## config.mk

```make
export PLATFORM = sky130hd
export DESIGN_NAME = hex_scan_driver
export DESIGN_NICKNAME = d
export VERILOG_FILES = /design/src/rtl/hex_scan_driver_pkg.sv /design/src/rtl/hex_scan_driver_slot_timer.sv /design/src/rtl/hex_scan_driver.sv
export SDC_FILE = /design/constraint.sdc
export NUM_CORES = 1
export LEC_CHECK = 0
export ABC_AREA = 0
export BUFFER_PORTS_ARGS = -buffer_cell sky130_fd_sc_hd__clkbuf_2
export CELL_PAD_IN_SITES_DETAIL_PLACEMENT = 0
export CELL_PAD_IN_SITES_GLOBAL_PLACEMENT = 2
export CORE_UTILIZATION = 41
export CTS_CLUSTER_DIAMETER = 200
export DETAILED_ROUTE_END_ITERATION = 10
export GPL_TIMING_DRIVEN = 0
export HOLD_SLACK_MARGIN = 0.06
export PLACE_DENSITY_LB_ADDON = 0.1
export SLEW_MARGIN = 0
export SYNTH_ARGS = -nofsm -noshare
export SYNTH_HDL_FRONTEND = slang
export SYNTH_HIERARCHICAL = 1
export SYNTH_SLANG_ARGS = --single-unit
export TNS_END_PERCENT = 20
```

## constraint.sdc

```tcl
create_clock -name clk -period 2.65 [get_ports clk]
set_input_delay 0.795 -clock clk [delete_from_list [all_inputs] [get_ports clk]]
set_output_delay 0.795 -clock clk [all_outputs]
set_load 0.01 [all_outputs]
```

## src/rtl/hex_scan_driver_pkg.sv

```systemverilog
`default_nettype none
// ============================================================================
// Module      : hex_scan_driver_pkg
// Description : Shared types, constants and helpers for the hex scan driver.
// Revision    : 1.0 - initial release
// ============================================================================
package hex_scan_driver_pkg;

    // Width of one hex digit as presented to the seven-segment decoder
    localparam int c_NIBBLE_W = 4;

    // Upper bound on digit count supported by the blank-mask helper
    localparam int c_MAX_DIGITS = 64;

    // Per-slot scan state: all digits dark, or the selected digit lit
    typedef enum logic [0:0] {
        ST_BLANK = 1'b0,
        ST_DRIVE = 1'b1
    } scan_state_t;

    // All-ones enable pattern (every active-low digit enable deasserted);
    // callers size-cast the result down to their own digit count.
    function automatic logic [c_MAX_DIGITS-1:0] blank_mask();
        return '1;
    endfunction

endpackage
`default_nettype wire

```

## src/rtl/hex_scan_driver_slot_timer.sv

```systemverilog
`default_nettype none
// ============================================================================
// Module      : hex_scan_driver_slot_timer
// Description : Prescaler and digit-index counter for the scan driver. Emits
//               the current slot cycle, digit index and end-of-slot /
//               end-of-frame strobes (combinational from the counters).
// Revision    : 1.0 - initial release
// ============================================================================
module hex_scan_driver_slot_timer #(
    parameter int NUM_DIGITS = 4,
    parameter int SCAN_DIV   = 50000,
    parameter int PW         = $clog2(SCAN_DIV),
    parameter int IW         = $clog2(NUM_DIGITS)
) (
    input  logic          clk,
    input  logic          rst_n,
    output logic [PW-1:0] o_slot_cycle,
    output logic [IW-1:0] o_idx,
    output logic          o_end_slot,
    output logic          o_end_frame
);

    localparam logic [PW-1:0] c_LAST_P   = PW'(SCAN_DIV - 1);
    localparam logic [IW-1:0] c_LAST_IDX = IW'(NUM_DIGITS - 1);

    logic [PW-1:0] r_p;
    logic [IW-1:0] r_idx;
    logic          w_end_slot;
    logic          w_end_frame;

    assign w_end_slot  = (r_p == c_LAST_P);
    assign w_end_frame = w_end_slot && (r_idx == c_LAST_IDX);

    // Prescaler wraps every slot; digit index advances on each wrap
    always_ff @(posedge clk or negedge rst_n) begin
        if (!rst_n) begin
            r_p   <= '0;
            r_idx <= '0;
        end else if (w_end_slot) begin
            r_p   <= '0;
            r_idx <= w_end_frame ? '0 : r_idx + 1'b1;
        end else begin
            r_p   <= r_p + 1'b1;
        end
    end

    assign o_slot_cycle = r_p;
    assign o_idx        = r_idx;
    assign o_end_slot   = w_end_slot;
    assign o_end_frame  = w_end_frame;

endmodule
`default_nettype wire

```

## src/rtl/hex_scan_driver.sv

```systemverilog
`default_nettype none
// ============================================================================
// Module      : hex_scan_driver
// Description : Time-multiplexed hex display scanner with per-slot blanking
//               guard and frame-aligned double-buffered value commit.
// Revision    : 1.0 - initial release
// ============================================================================
module hex_scan_driver
    import hex_scan_driver_pkg::*;
#(
    parameter int NUM_DIGITS   = 4,
    parameter int SCAN_DIV     = 50000,
    parameter int BLANK_CYCLES = 2
) (
    input  logic                             clk,
    input  logic                             rst_n,
    input  logic                             load,
    input  logic [c_NIBBLE_W*NUM_DIGITS-1:0] value,
    output logic [c_NIBBLE_W-1:0]            val,
    output logic [NUM_DIGITS-1:0]            digit_en_n,
    output logic                             pending,
    output logic                             frame_done
);

    localparam int c_PW = $clog2(SCAN_DIV);
    localparam int c_IW = $clog2(NUM_DIGITS);
    localparam int c_VW = c_NIBBLE_W * NUM_DIGITS;

    localparam bit                  c_NO_BLANK   = (BLANK_CYCLES == 0);
    // Slot cycle on which the blanking guard ends (unused when c_NO_BLANK)
    localparam logic [c_PW-1:0]     c_BLANK_LAST = c_PW'(BLANK_CYCLES - 1);
    localparam scan_state_t         c_RST_STATE  = c_NO_BLANK ? ST_DRIVE : ST_BLANK;
    localparam logic [NUM_DIGITS-1:0] c_BLANK_MASK = NUM_DIGITS'(blank_mask());

    logic [c_PW-1:0]       w_slot;
    logic [c_IW-1:0]       w_idx;
    logic                  w_end_slot;
    logic                  w_end_frame;
    logic [c_NIBBLE_W-1:0] w_nib;
    logic [NUM_DIGITS-1:0] w_onecold;

    scan_state_t           r_state;
    logic [c_VW-1:0]       r_shadow;
    logic [c_VW-1:0]       r_active;
    logic                  r_pending;
    logic [c_NIBBLE_W-1:0] r_val;
    logic [NUM_DIGITS-1:0] r_en_n;
    logic                  r_frame_done;

    hex_scan_driver_slot_timer #(
        .NUM_DIGITS (NUM_DIGITS),
        .SCAN_DIV   (SCAN_DIV),
        .PW         (c_PW),
        .IW         (c_IW)
    ) u_slot_timer (
        .clk          (clk),
        .rst_n        (rst_n),
        .o_slot_cycle (w_slot),
        .o_idx        (w_idx),
        .o_end_slot   (w_end_slot),
        .o_end_frame  (w_end_frame)
    );

    // Select the committed nibble and one-cold enable for the current digit
    always_comb begin
        w_nib     = '0;
        w_onecold = c_BLANK_MASK;
        for (int d = 0; d < NUM_DIGITS; d++) begin
            if (w_idx == c_IW'(d)) begin
                w_nib        = r_active[d*c_NIBBLE_W +: c_NIBBLE_W];
                w_onecold[d] = 1'b0;
            end
        end
    end

    // Scan FSM (state tracks the slot cycle held in the prescaler), registered
    // outputs, and the shadow/active double buffer
    always_ff @(posedge clk or negedge rst_n) begin
        if (!rst_n) begin
            r_state      <= c_RST_STATE;
            r_shadow     <= '0;
            r_active     <= '0;
            r_pending    <= 1'b0;
            r_val        <= '0;
            r_en_n       <= c_BLANK_MASK;
            r_frame_done <= 1'b0;
        end else begin
            case (r_state)
                ST_BLANK: begin
                    // Dark while the new nibble settles on the decoder input
                    r_en_n <= c_BLANK_MASK;
                    r_val  <= w_nib;
                    if (w_slot == c_BLANK_LAST) begin
                        r_state <= ST_DRIVE;
                    end
                end
                default: begin
                    r_en_n <= w_onecold;
                    // Without a guard the nibble must change on the first slot cycle
                    if (c_NO_BLANK && (w_slot == '0)) begin
                        r_val <= w_nib;
                    end
                    if (w_end_slot && !c_NO_BLANK) begin
                        r_state <= ST_BLANK;
                    end
                end
            endcase

            r_frame_done <= w_end_frame;

            // A load coinciding with the frame end bypasses the shadow so the
            // newest value is never left stranded for an extra frame
            if (load) begin
                r_shadow <= value;
                if (w_end_frame) begin
                    r_active  <= value;
                    r_pending <= 1'b0;
                end else begin
                    r_pending <= 1'b1;
                end
            end else if (w_end_frame && r_pending) begin
                r_active  <= r_shadow;
                r_pending <= 1'b0;
            end
        end
    end

    assign val        = r_val;
    assign digit_en_n = r_en_n;
    assign pending    = r_pending;
    assign frame_done = r_frame_done;

endmodule
`default_nettype wire

```

=== After elaboration in Yosys (flattened, before gate mapping) ===
Cells that the tools add are included.

* Input port bits: 19
* Output and inout port bits: 10
* Word-level logic and storage cells: 42
* Flip-flop bits (word level): 61

* Muxes and demuxes: 20
* Eq/ne operators: 6
* Add/subtract/negate cells: 2
* Reductions and logical operators: 5

{| class="wikitable"
|+ Operators with widths
! operator !! count
|-
| 2-to-1 mux 16 bit || 4
|-
| 2-to-1 mux 4 bit || 5
|-
| adder 16 x 1 -> 16 bit, second input constant || 1
|-
| equality test 16 x 1 -> 1 bit, second input constant || 1
|-
| equality test 16 bit, second input constant || 1
|-
| 2-to-1 mux 1 bit || 10
|-
| equality test 2 bit, second input constant || 2
|-
| adder 2 x 1 -> 2 bit, second input constant || 1
|-
| equality test 2 x 1 -> 1 bit, second input constant || 1
|-
| logical AND 1 bit || 2
|-
| logical NOT 2 bit || 1
|-
| 2-to-1 mux 2 bit || 1
|-
| inequality test 2 x 1 -> 1 bit, second input constant || 1
|-
| AND reduction 2 bit || 1
|-
| nonzero test 2 bit || 1
|}

=== Longest topological paths before layout ===
Gate-level depths: netlist of run 1.

* Word-level depth: 5
* Mapped depth: 9
* Mapped depth without buffers: 6

=== Modules after synthesis ===
The synthesis of run 1 kept the hierarchy.

{| class="wikitable"
|+ By module, submodules not included
! module !! cells an instance !! seq. area each (um^2) !! instances !! area each (um^2)
|-
| hex_scan_driver || 112 || 1081.0 || 1 || 1759.2
|-
| hex_scan_driver_slot_timer || 73 || 450.4 || 1 || 865.8
|}

=== Worst setup path before layout of run 1 ===
OpenSTA, ideal clock, no wires.

* Path kind: register to register
* From: register u_slot_timer.r_p[0] (netlist: u_slot_timer/o_slot_cycle[0])
* To: register r_active[0]
* Data arrival time: 1989 ps
* Stages on the path, launching flop included: 10
* Data required time: 2525 ps
* Buffers on the path: 3
* Clock period less this slack: 2114 ps
* Setup slack: 536 ps
* Path through: dfrtp_1 > ha_1 > and3_1 > and4_1 > buf_6 > buf_6 > and2_1 > o21ai_4 > buf_6 > mux2_2

* Word-level cells in the longest chain between the ends: 5
* Elaborated cells on any way between the ends: 6
* Classes of those cells: eq/ne: 2; reduce/logical: 4

{| class="wikitable"
|+ Ends and longest elaborated chain
! element !! RTL line !! RTL
|-
| start: declaration || hex_scan_driver_slot_timer.sv:26 || <nowiki>logic [PW-1:0] r_p;</nowiki>
|-
| start signal: assignment || hex_scan_driver_slot_timer.sv:43 || <nowiki>r_p <= r_p + 1'b1;</nowiki>
|-
| equality test 16 bit (*) || hex_scan_driver_slot_timer.sv:31 || <nowiki>assign w_end_slot = (r_p == c_LAST_P);</nowiki>
|-
| via w_end_slot || hex_scan_driver.sv:37 || <nowiki>logic w_end_slot;</nowiki>
|-
| logical AND 1 bit (*) || hex_scan_driver_slot_timer.sv:32 || <nowiki>assign w_end_frame = w_end_slot && (r_idx == c_LAST_IDX);</nowiki>
|-
| via w_end_frame || hex_scan_driver.sv:38 || <nowiki>logic w_end_frame;</nowiki>
|-
| logical AND 1 bit || hex_scan_driver.sv:121 || <nowiki>end else if (w_end_frame && r_pending) begin</nowiki>
|-
| nonzero test 2 bit (no source line) || - ||
|-
| AND reduction 2 bit (no source line) (*) || - ||
|-
| end signal: assignment || hex_scan_driver.sv:116 || <nowiki>r_active <= value;</nowiki>
|-
| end signal: assignment || hex_scan_driver.sv:122 || <nowiki>r_active <= r_shadow;</nowiki>
|-
| end: declaration || hex_scan_driver.sv:44 || <nowiki>logic [c_VW-1:0] r_active;</nowiki>
|}

The timed path passes the listed nets; every way through them passes the cells marked *.
A chain may end at the register's enable or synchronous reset.

=== Worst setup path after layout of run 1 ===
* From: register u_slot_timer.r_p[0] (netlist: u_slot_timer/o_slot_cycle[0])
* To: register r_active[14]

The elaborated chain is that of the path after synthesis.

==> reports/results.tsv, run 1 <==
stage	metric	value	unit
global_routing	grt_usage	0.160	
setup_path	cp_common_cell	buf_6	
clock_tree	clock_sinks	61	
status	status	completed	
sta	grt_setup_unrepaired	false	
sta	worstMarginPinSlew	0.817	ns
layout	postLayoutCellArea	0.00303	sq mm
setup_path	critPathArrivalTime	2.55	ns
clock_tree	root_buffer	clkbuf_8	
route	final_antenna_net_count	0	
route	drc_errors	0	
clock_tree	htree_levels	3	
setup_path	start_kind	flop	
pwr	p_switching	0.000422	W
setup_path	critPathSlowestCell	dfrtp_1	
pwr	p_sw_frac	0.239	
setup_path	critPathMaxStageDelay	0.42	ns
floorplanning	chipWidth	82.0	microns
synthesis	ys_ff_latch	61	
layout	n_antenna_cell	0	
floorplanning	die-area	0.00673	sq mm
placed_design	io_buffers	27	
placed_design	placed_area	0.00286	sq mm
route	drt_first_pass_iters	4	
sta	period_needed	2.33	ns
route	routed_wl	4580	microns
placed_design	dp_hpwl	3180	microns
clock_tree	cts_hold_buf	0	
layout	drive_gt1_frac	0.421	
global_routing	grt_pass1_wl	7720	microns
pwr	power_frac_comb	0.047	
flow_run	max_cap_violations	0	
global_routing	antenna_found_initial	0	
placed_design	gp_congestion	0.863	
floorplanning	io_pins	29	
setup_path	r2r-start	u_slot_timer/o_slot_cycle[0]	
sta	setup_viol	0	
setup_path	reg2regPathDepth	9	
pwr	peakVddDrop	0.356	mV
setup_path	worst_setup_path_end_kind	flop	
global_routing	grt_overflow	0	
route	drtIter0Drc	55	
floorplanning	die_h	82.0	microns
sta	fmax	429	MHz
clock_tree	cts_inserted_buffers	9	
route	vias	1567	
synthesis	synth_area_per_cell	14.2	sq um
clock_tree	cts.path.max_buffers	2	
setup_path	crit_start	u_slot_timer/o_slot_cycle[0]	
min_path	hold_path_class	flop to flop	
sta	finClkSkew	0.00938	ns
floorplanning	rows	28	
route	viasPerCell	5.17	
setup_path	cp_cell_sequence	ha_1, and3_1, and4_1, buf_6, buf_6, and2_1, o21ai_4, buf_6, mux2_2	
setup_path	path_class	flop to flop	
floorplanning	core-area	0.00606	sq mm
floorplanning	initial_utilization	0.433	
clock_tree	clkSlewWorstSetupHoldPaths	0.07	ns
setup_path	cp_max_fo	10	
pwr	p_int	0.00134	W
layout	fin_nets	244	
clock_tree	clk_latency	0.34	ns
sta	setup_slack	0.317	ns
layout	synthToLayoutAreaGrowth	15.5	%
clock_tree	cts-resized-gates	0	
synthesis	syn_area	0.00263	sq mm
pwr	p_per_area	581	mW/mm^2
synthesis	syn_nets	206	
clock_tree	post_cts_buffers	0	
synthesis	yosysUniqueCellTypes	38	
min_path	whs_endpoint	val[3]	
clock_tree	tritoncts	built	
pwr	power_leakage	1.46	nW
pwr	seq_power_share	0.546	
setup_path	critPathTopFamily	simple AND/OR/NAND/NOR gates	
synthesis	yosys_warnings	6	
synthesis	synthCells	185	
setup_path	cp_num_buf_inv	3	
setup_path	timing.rr.end	r_active[14]	
setup_path	reg2reg_slack	0.32	ns
min_path	min-delay-start	val[3]	
setup_path	cp.required	2.87	ns
route	wl_per_cell	15.1	microns
pwr	clkPwrFrac	0.407	
global_routing	grt_max_degree	62	
sta	slew_viol_final	0	
sta	hold_violations	0	
sta	relSlewSlack	0.456	
sta	timing.final.crit_share	0.880	
sta	tns	0	ns
placed_design	dp_slack	0.309	ns
min_path	holdPathStages	2	
global_routing	grt_pass1_vias	1618	
synthesis	ys_seq_area_frac	0.583	
## through the flow
stage | power [W] | hold WS (ns) | std cells | util
finish | 0.00176 | 0.489 | 303 | 0.500
CTS | 0.00179 | 0.495 | 303 | 0.500
global placement | 0.00106 | 0.456 | 287 | 0.471
detailed placement | 0.00107 | 0.477 | 287 | 0.471
global route | 0.00184 | 0.509 | 303 | 0.500
floorplan | 0.00103 | 0.459 | 185 | -
## cells in the final DEF (no fill, tap or decap), types with 3 or more instances in the layout
cell,count
and4_1,3
buf_6,4
clkbuf_2,26
clkbuf_8,9
clkinv_4,4
dfrtp_1,57
dfstp_2,4
mux2_2,24
mux2_4,9
mux4_2,4
nand2_1,15
nand3_1,7
nand3b_1,3
nand4_1,3
nor2_1,10
nor4_1,3
xnor2_1,7
xor2_1,4
## flip-flops by register name (all words and copies together) (netlist names)
| register | flops |
|---|---|
| u_slot_timer/o_idx | 2 |
| r_active | 16 |
| r_shadow | 16 |
| pending | 1 |
| val | 4 |
| r_state | 1 |
| u_slot_timer/o_slot_cycle | 16 |
| digit_en_n | 4 |
| frame_done | 1 |
## how the worst max path moves through the flow
stage,endpoint,slack (ns),cells past startpoint
2_1_floorplan,r_active[0],0.54,9
3_3_place_gp,r_active[0],0.31,9
3_5_place_dp,r_active[14],0.31,9
4_1_cts,r_active[14],0.31,9
5_1_grt,r_active[5],0.22,9
6_report,r_active[14],0.32,9
## layer usage
layer / up-vias / wire length [microns] / global-route usage
met5: - / 0 / 0
met4: 0 / 116 / 0.0947
met3: 10 / 212 / 0.0478
met2: 33 / 1990 / 0.224
met1: 790 / 2250 / 0.219
li1: 734 / - / -
## power by group through the flow
stage / sequential, W / clock (W) / combinational (W)
2_1_floorplan: 0.000977 / 0 / 0.0000481
3_3_place_gp: 0.000978 / 0 / 0.0000826
3_5_place_dp: 0.000979 / 0 / 0.0000865
4_1_cts: 0.000962 / 0.000741 / 0.0000866
5_1_grt: 0.000964 / 0.000782 / 0.0000936
6_report: 0.000962 / 0.000716 / 0.0000836
## kinds of logic after synthesis
kind of cell             share of synthesized area
multiplexers                                 0.201
flip-flops                                   0.583
AND/OR/NAND/NOR                              0.128
buffers and inverters                       0.0310
XOR/XNOR                                    0.0367
AO/OA/AOI/OAI                               0.0105
adder cells (fa/ha/maj)                    0.00953
## final cells by class
type | count | area (sq um)
Fill cell | 542 | 3030
Timing Repair Buffer | 27 | 138
Buffer | 8 | 77.6
Multi-Input combinational cell | 115 | 1010
Clock inverter | 7 | 52.6
Inverter | 1 | 3.75
Sequential cell | 61 | 1530
Clock buffer | 9 | 124
Tap cell | 75 | 93.8
## cell usage after synthesis, drive strengths merged
cell type,count,area [sq um]
inv,1,3.75
nor4,3,18.8
dfstp,4,105
nand3,8,45.0
dfrtp,57,1430
or3,1,6.26
and3,4,31.3
o22ai,1,6.26
mux4,4,90.1
nand2b,1,6.26
mux2,35,428
nor2,10,37.5
xnor2,7,61.3
nor3,1,5.00
mux2i,1,10.0
and4b,1,10.0
nand2,15,56.3
ha,2,25.0
and4,5,47.6
clkbuf,2,7.51
buf,6,70.1
nand4,3,18.8
xor2,4,35.0
nor2b,1,6.26
nand3b,3,22.5
o21ai,2,21.3
and2,1,6.26
nor4b,2,17.5
## worst reg2reg max path, stage by stage (launching register included)
cell and delay (ns):
dfrtp_1 0.42, ha_1 0.24, and3_1 0.21, and4_1 0.18, buf_6 0.13, buf_6 0.13, and2_1 0.21, o21ai_4 0.15
buf_6 0.21, mux2_2 0.35
Note: power is estimated with default switching activity, not from simulation.
==> run 2, diff against run 1 <==
--- a/config.mk
+++ b/config.mk
@@ -9,8 +9,8 @@
 export BUFFER_PORTS_ARGS = -buffer_cell sky130_fd_sc_hd__clkbuf_2
 export CELL_PAD_IN_SITES_DETAIL_PLACEMENT = 0
 export CELL_PAD_IN_SITES_GLOBAL_PLACEMENT = 2
-export CORE_UTILIZATION = 41
-export CTS_CLUSTER_DIAMETER = 200
+export CORE_UTILIZATION = 42
+export CTS_BUF_LIST = sky130_fd_sc_hd__clkbuf_4
 export DETAILED_ROUTE_END_ITERATION = 10
 export GPL_TIMING_DRIVEN = 0
 export HOLD_SLACK_MARGIN = 0.06
==> reports/results.tsv, run 2 (synthesis results as in run 1) <==
stage	metric	value	unit
placed_design	placed_area	0.00286	sq mm
route	vias	1587	
placed_design	dp_slack	0.289	ns
route	wl_per_cell	16.0	microns
global_routing	grt_pass1_wl	8140	microns
sta	slew_viol_final	0	
floorplanning	initial_utilization	0.438	
setup_path	reg2regPathDepth	9	
setup_path	cp.required	2.93	ns
setup_path	cp_num_buf_inv	3	
sta	setup_slack	0.282	ns
clock_tree	tritoncts	built	
sta	worstMarginPinSlew	0.807	ns
clock_tree	clk_latency	0.40	ns
setup_path	crit_start	u_slot_timer/o_slot_cycle[0]	
layout	fillers	548	
sta	hold_violations	0	
layout	postLayoutCellArea	0.00297	sq mm
clock_tree	post_cts_buffers	0	
route	routed_wl	4830	microns
floorplanning	die_h	81.1	microns
pwr	peakVddDrop	0.348	mV
sta	timing.final.crit_share	0.894	
setup_path	critPathSlowestCell	dfrtp_1	
pwr	power_leakage	1.44	nW
setup_path	worst_setup_path_end_kind	flop	
route	final_antenna_net_count	0	
route	drtIter0Drc	50	
route	drt_first_pass_iters	4	
setup_path	r2r-start	u_slot_timer/o_slot_cycle[0]	
clock_tree	clock_sinks	61	
clock_tree	clkSlewWorstSetupHoldPaths	0.10	ns
layout	synthToLayoutAreaGrowth	13.0	%
route	viasPerCell	5.24	
sta	period_needed	2.37	ns
layout	drive_gt1_frac	0.417	
layout	final_cell_mix	57 x dfrtp_1, 26 x clkbuf_2, 24 x mux2_2	
sta	fin_hold_ws	0.483	ns
clock_tree	root_buffer	clkbuf_4	
global_routing	grt_pass1_vias	1633	
layout	fin_nets	244	
sta	relSlewSlack	0.462	
clock_tree	cts_hold_buf	0	
global_routing	grt_usage	0.174	
floorplanning	rows	28	
route	drc_errors	0	
global_routing	antenna_found_initial	0	
placed_design	gp_congestion	0.854	
sta	finClkSkew	0.0159	ns
setup_path	critPathMaxStageDelay	0.45	ns
setup_path	cp_cell_sequence	ha_1, and3_1, and4_1, buf_6, buf_6, and2_1, o21ai_4, buf_6, mux2_2	
setup_path	cp.depth	9	
floorplanning	die-area	0.00657	sq mm
clock_tree	cts-resized-gates	0	
clock_tree	htree_levels	3	
min_path	hold_path_class	input pin to async pin	
global_routing	grt_max_degree	62	
setup_path	start_kind	flop	
clock_tree	cts_inserted_buffers	9	
placed_design	io_buffers	27	
layout	n_antenna_cell	0	
setup_path	cp_max_fo	10	
sta	grt_setup_unrepaired	false	
floorplanning	io_pins	29	
sta	tns	0	ns
layout	final_util	0.495	
clock_tree	cts.path.max_buffers	2	
status	status	completed	
flow_run	max_cap_violations	0	
floorplanning	chipWidth	81.1	microns
pwr	p_per_area	532	mW/mm^2
setup_path	critPathTopFamily	simple AND/OR/NAND/NOR gates	
placed_design	dp_hpwl	3380	microns
setup_path	cp_common_cell	buf_6	
sta	fmax	422	MHz
floorplanning	core-area	0.00599	sq mm
global_routing	grt_overflow	0	
setup_path	critPathArrivalTime	2.65	ns
layout	final_common_cell	dfrtp_1	
setup_path	path_class	flop to flop	
sta	setup_viol	0	
## run 2: cell count changes in the layout (fill, tap and decap cells not counted), sizes merged
cell | previous run | this run
clkbuf | 38 | 41
clkinvlp | 1 | 0
clkinv | 6 | 4
## run 2: cell type report
class	instances	area, sq um	share of cell area
timing repair buffer	27	138	0.0464
tap	75	93.8	0.0316
clock inverter	4	18.8	0.00633
buffer	8	77.6	0.0262
inverter	1	3.75	0.00127
multi-input combinational	115	1010	0.341
sequential	61	1530	0.516
clock buffer	12	90.1	0.0304
## run 2: path summary, 6_finish.rpt
kind	end	slack (ns)
max	r_active[1]	0.28
min	u_slot_timer/o_slot_cycle[11]	0.48
max reg2reg	r_active[1]	0.28
min reg2reg	val[0]	0.48
max in group asynchronous	r_active[5]	1.61
min in group clk	val[0]	0.48
## run 2: routing by layer
layer | share of wire | track usage | vias to the layer above
li1 | - | - | 739
met1 | 0.47 | 0.230 | 807
met2 | 0.46 | 0.253 | 35
met3 | 0.052 | 0.0775 | 6
met4 | 0.012 | 0.0625 | 0
met5 | 0 | 0 | -
## run 2: metrics by stage
step / total power, W / instances
after floorplan: 0.00103 / 185
after global placement: 0.00106 / 287
after detailed placement: 0.00107 / 287
after CTS: 0.00161 / 303
after global routing: 0.00167 / 303
final: 0.00158 / 303
## run 2: report_power, final
group          switching [W]  internal, W   total, W  leakage [nW]
Sequential        0.00000675     0.000954   0.000961         0.777
Combinational      0.0000416    0.0000441  0.0000858         0.598
Clock               0.000313     0.000217   0.000530        0.0685
Total               0.000361      0.00122    0.00158          1.44
==> run 3, diff against run 2 <==
--- a/config.mk
+++ b/config.mk
@@ -10,11 +10,11 @@
 export CELL_PAD_IN_SITES_DETAIL_PLACEMENT = 0
 export CELL_PAD_IN_SITES_GLOBAL_PLACEMENT = 2
 export CORE_UTILIZATION = 42
-export CTS_BUF_LIST = sky130_fd_sc_hd__clkbuf_4
+export CTS_BUF_LIST = sky130_fd_sc_hd__clkbuf_2
 export DETAILED_ROUTE_END_ITERATION = 10
 export GPL_TIMING_DRIVEN = 0
 export HOLD_SLACK_MARGIN = 0.06
-export PLACE_DENSITY_LB_ADDON = 0.1
+export PLACE_DENSITY_LB_ADDON = 0.2
 export SLEW_MARGIN = 0
 export SYNTH_ARGS = -nofsm -noshare
 export SYNTH_HDL_FRONTEND = slang
==> reports/results.tsv, run 3 (synthesis results as in run 1) <==
stage	metric	value	unit
status	status	completed	
global_routing	grt_pass1_wl	7830	microns
clock_tree	cts-resized-gates	0	
pwr	power_frac_comb	0.045	
setup_path	cp.depth	9	
clock_tree	tritoncts	built	
pwr	p_per_area	616	mW/mm^2
placed_design	dp_slack	0.305	ns
route	routed_wl	4610	microns
layout	drive_gt1_frac	0.421	
sta	fmax	422	MHz
route	drt_first_pass_iters	4	
flow_run	max_cap_violations	0	
setup_path	critPathMaxStageDelay	0.45	ns
floorplanning	die-area	0.00657	sq mm
global_routing	grt_usage	0.164	
placed_design	gp_congestion	0.826	
clock_tree	post_cts_buffers	0	
clock_tree	clk_latency	0.47	ns
sta	setup_viol	0	
setup_path	path_class	flop to flop	
route	drtIter0Drc	58	
clock_tree	cts.path.max_buffers	2	
route	wl_per_cell	15.2	microns
floorplanning	initial_utilization	0.438	
route	viasPerCell	5.15	
route	final_antenna_net_count	0	
sta	period_needed	2.37	ns
sta	grt_setup_unrepaired	false	
pwr	p_int	0.00150	W
pwr	clkPwrFrac	0.442	
floorplanning	chipWidth	81.1	microns
clock_tree	htree_levels	3	
clock_tree	cts_hold_buf	0	
setup_path	critPathArrivalTime	2.73	ns
floorplanning	io_pins	29	
global_routing	antenna_found_initial	0	
placed_design	dp_hpwl	3130	microns
min_path	hold_path_class	input pin to async pin	
layout	final_common_cell	dfrtp_1	
layout	finalNonFillerCells	303	
setup_path	cp_num_buf_inv	3	
global_routing	grt_max_degree	62	
sta	finClkSkew	0.0198	ns
pwr	seq_power_share	0.513	
sta	hold_violations	0	
setup_path	cp_cell_sequence	ha_1, and3_1, and4_1, buf_6, buf_6, and2_1, o21ai_4, buf_6, mux2_2	
sta	relSlewSlack	0.464	
setup_path	cp.required	3.01	ns
setup_path	reg2regPathDepth	9	
pwr	p_sw_frac	0.201	
sta	fin_hold_ws	0.410	ns
layout	fin_nets	244	
setup_path	critPathTopFamily	simple AND/OR/NAND/NOR gates	
floorplanning	core-area	0.00599	sq mm
pwr	power_leakage	1.48	nW
setup_path	worst_setup_path_end_kind	flop	
clock_tree	clkSlewWorstSetupHoldPaths	0.16	ns
clock_tree	clock_sinks	61	
pwr	power.total	0.00187	W
layout	n_antenna_cell	0	
pwr	peakVddDrop	0.342	mV
setup_path	cp_max_fo	10	
placed_design	dp.cells	287	
clock_tree	cts_inserted_buffers	9	
sta	setup_slack	0.278	ns
sta	tns	0	ns
setup_path	critPathSlowestCell	dfrtp_1	
global_routing	grt_pass1_vias	1608	
sta	timing.final.crit_share	0.895	
layout	synthToLayoutAreaGrowth	15.8	%
placed_design	io_buffers	27	
sta	slew_viol_final	0	
setup_path	start_kind	flop	
clock_tree	root_buffer	clkbuf_2	
floorplanning	rows	28	
route	drc_errors	0	
pwr	p_switching	0.000376	W
layout	final_cell_mix	57 x dfrtp_1, 35 x clkbuf_2, 24 x mux2_2	
floorplanning	die_h	81.1	microns
setup_path	cp_common_cell	buf_6	
sta	worstMarginPinSlew	0.804	ns
global_routing	grt_overflow	0	
route	vias	1561	
-- run 3: cell count changes in the layout (fill, tap and decap cells not counted) --
cell / delta
clkbuf_2: +9
clkbuf_4: -12
clkinv_2: -1
clkinvlp_4: +1
bufinv_16: +4
clkinv_1: -1
-- run 3: cell type report --
class | count | area (sq um)
plain buffers | 8 | 77.6
clock buffers | 9 | 45.0
clock inverters | 7 | 138
fillers | 520 | 2950
inverters | 1 | 3.75
multi-input cells | 115 | 1010
flip-flops and latches | 61 | 1530
well taps | 75 | 93.8
repair buffers | 27 | 138
-- run 3: power by group through the flow --
stage | clock network, W | logic, W | registers [W]
2_1_floorplan | 0 | 0.0000481 | 0.000977
3_3_place_gp | 0 | 0.0000829 | 0.000978
3_5_place_dp | 0 | 0.0000868 | 0.000979
4_1_cts | 0.000853 | 0.0000873 | 0.000962
5_1_grt | 0.000893 | 0.0000943 | 0.000965
6_report | 0.000828 | 0.0000841 | 0.000962
-- run 3: final timing paths --
check / endpoint / from / slack (ns)
max: r_active[1] / u_slot_timer/o_slot_cycle[0] / 0.28
min: val[0] / rst_n / 0.41
max reg2reg: r_active[1] / u_slot_timer/o_slot_cycle[0] / 0.28
min reg2reg: val[2] / val[2] / 0.50
max in group asynchronous: u_slot_timer/o_slot_cycle[6] / rst_n / 1.71
min in group clk: val[2] / val[2] / 0.50
-- run 3: worst reg2reg max path: cells and delay by family (launching register included) --
family          cells  cell delay (ns)
mux                 1             0.34
simple gates        3             0.61
flops               1             0.45
fa+ha+maj           1             0.25
compound gates      1             0.14
buf+inv             3             0.47
-- run 3: per-stage QoR --
stage	instance area, sq um	utilization
2_1_floorplan	2630	-
3_3_place_gp	2850	0.476
3_5_place_dp	2860	0.477
4_1_cts	3040	0.507
5_1_grt	3040	0.507
6_report	3040	0.507
-- run 3: routing by layer --
layer | GRT usage | part of all wire | routed length, microns | vias up
met2 | 0.265 | 0.49 | 2240 | 35
met4 | 0.0536 | 0.012 | 54 | 0
li1 | - | - | - | 733
met1 | 0.203 | 0.46 | 2120 | 786
met3 | 0.0640 | 0.043 | 198 | 7
met5 | 0 | 0 | 0 | -
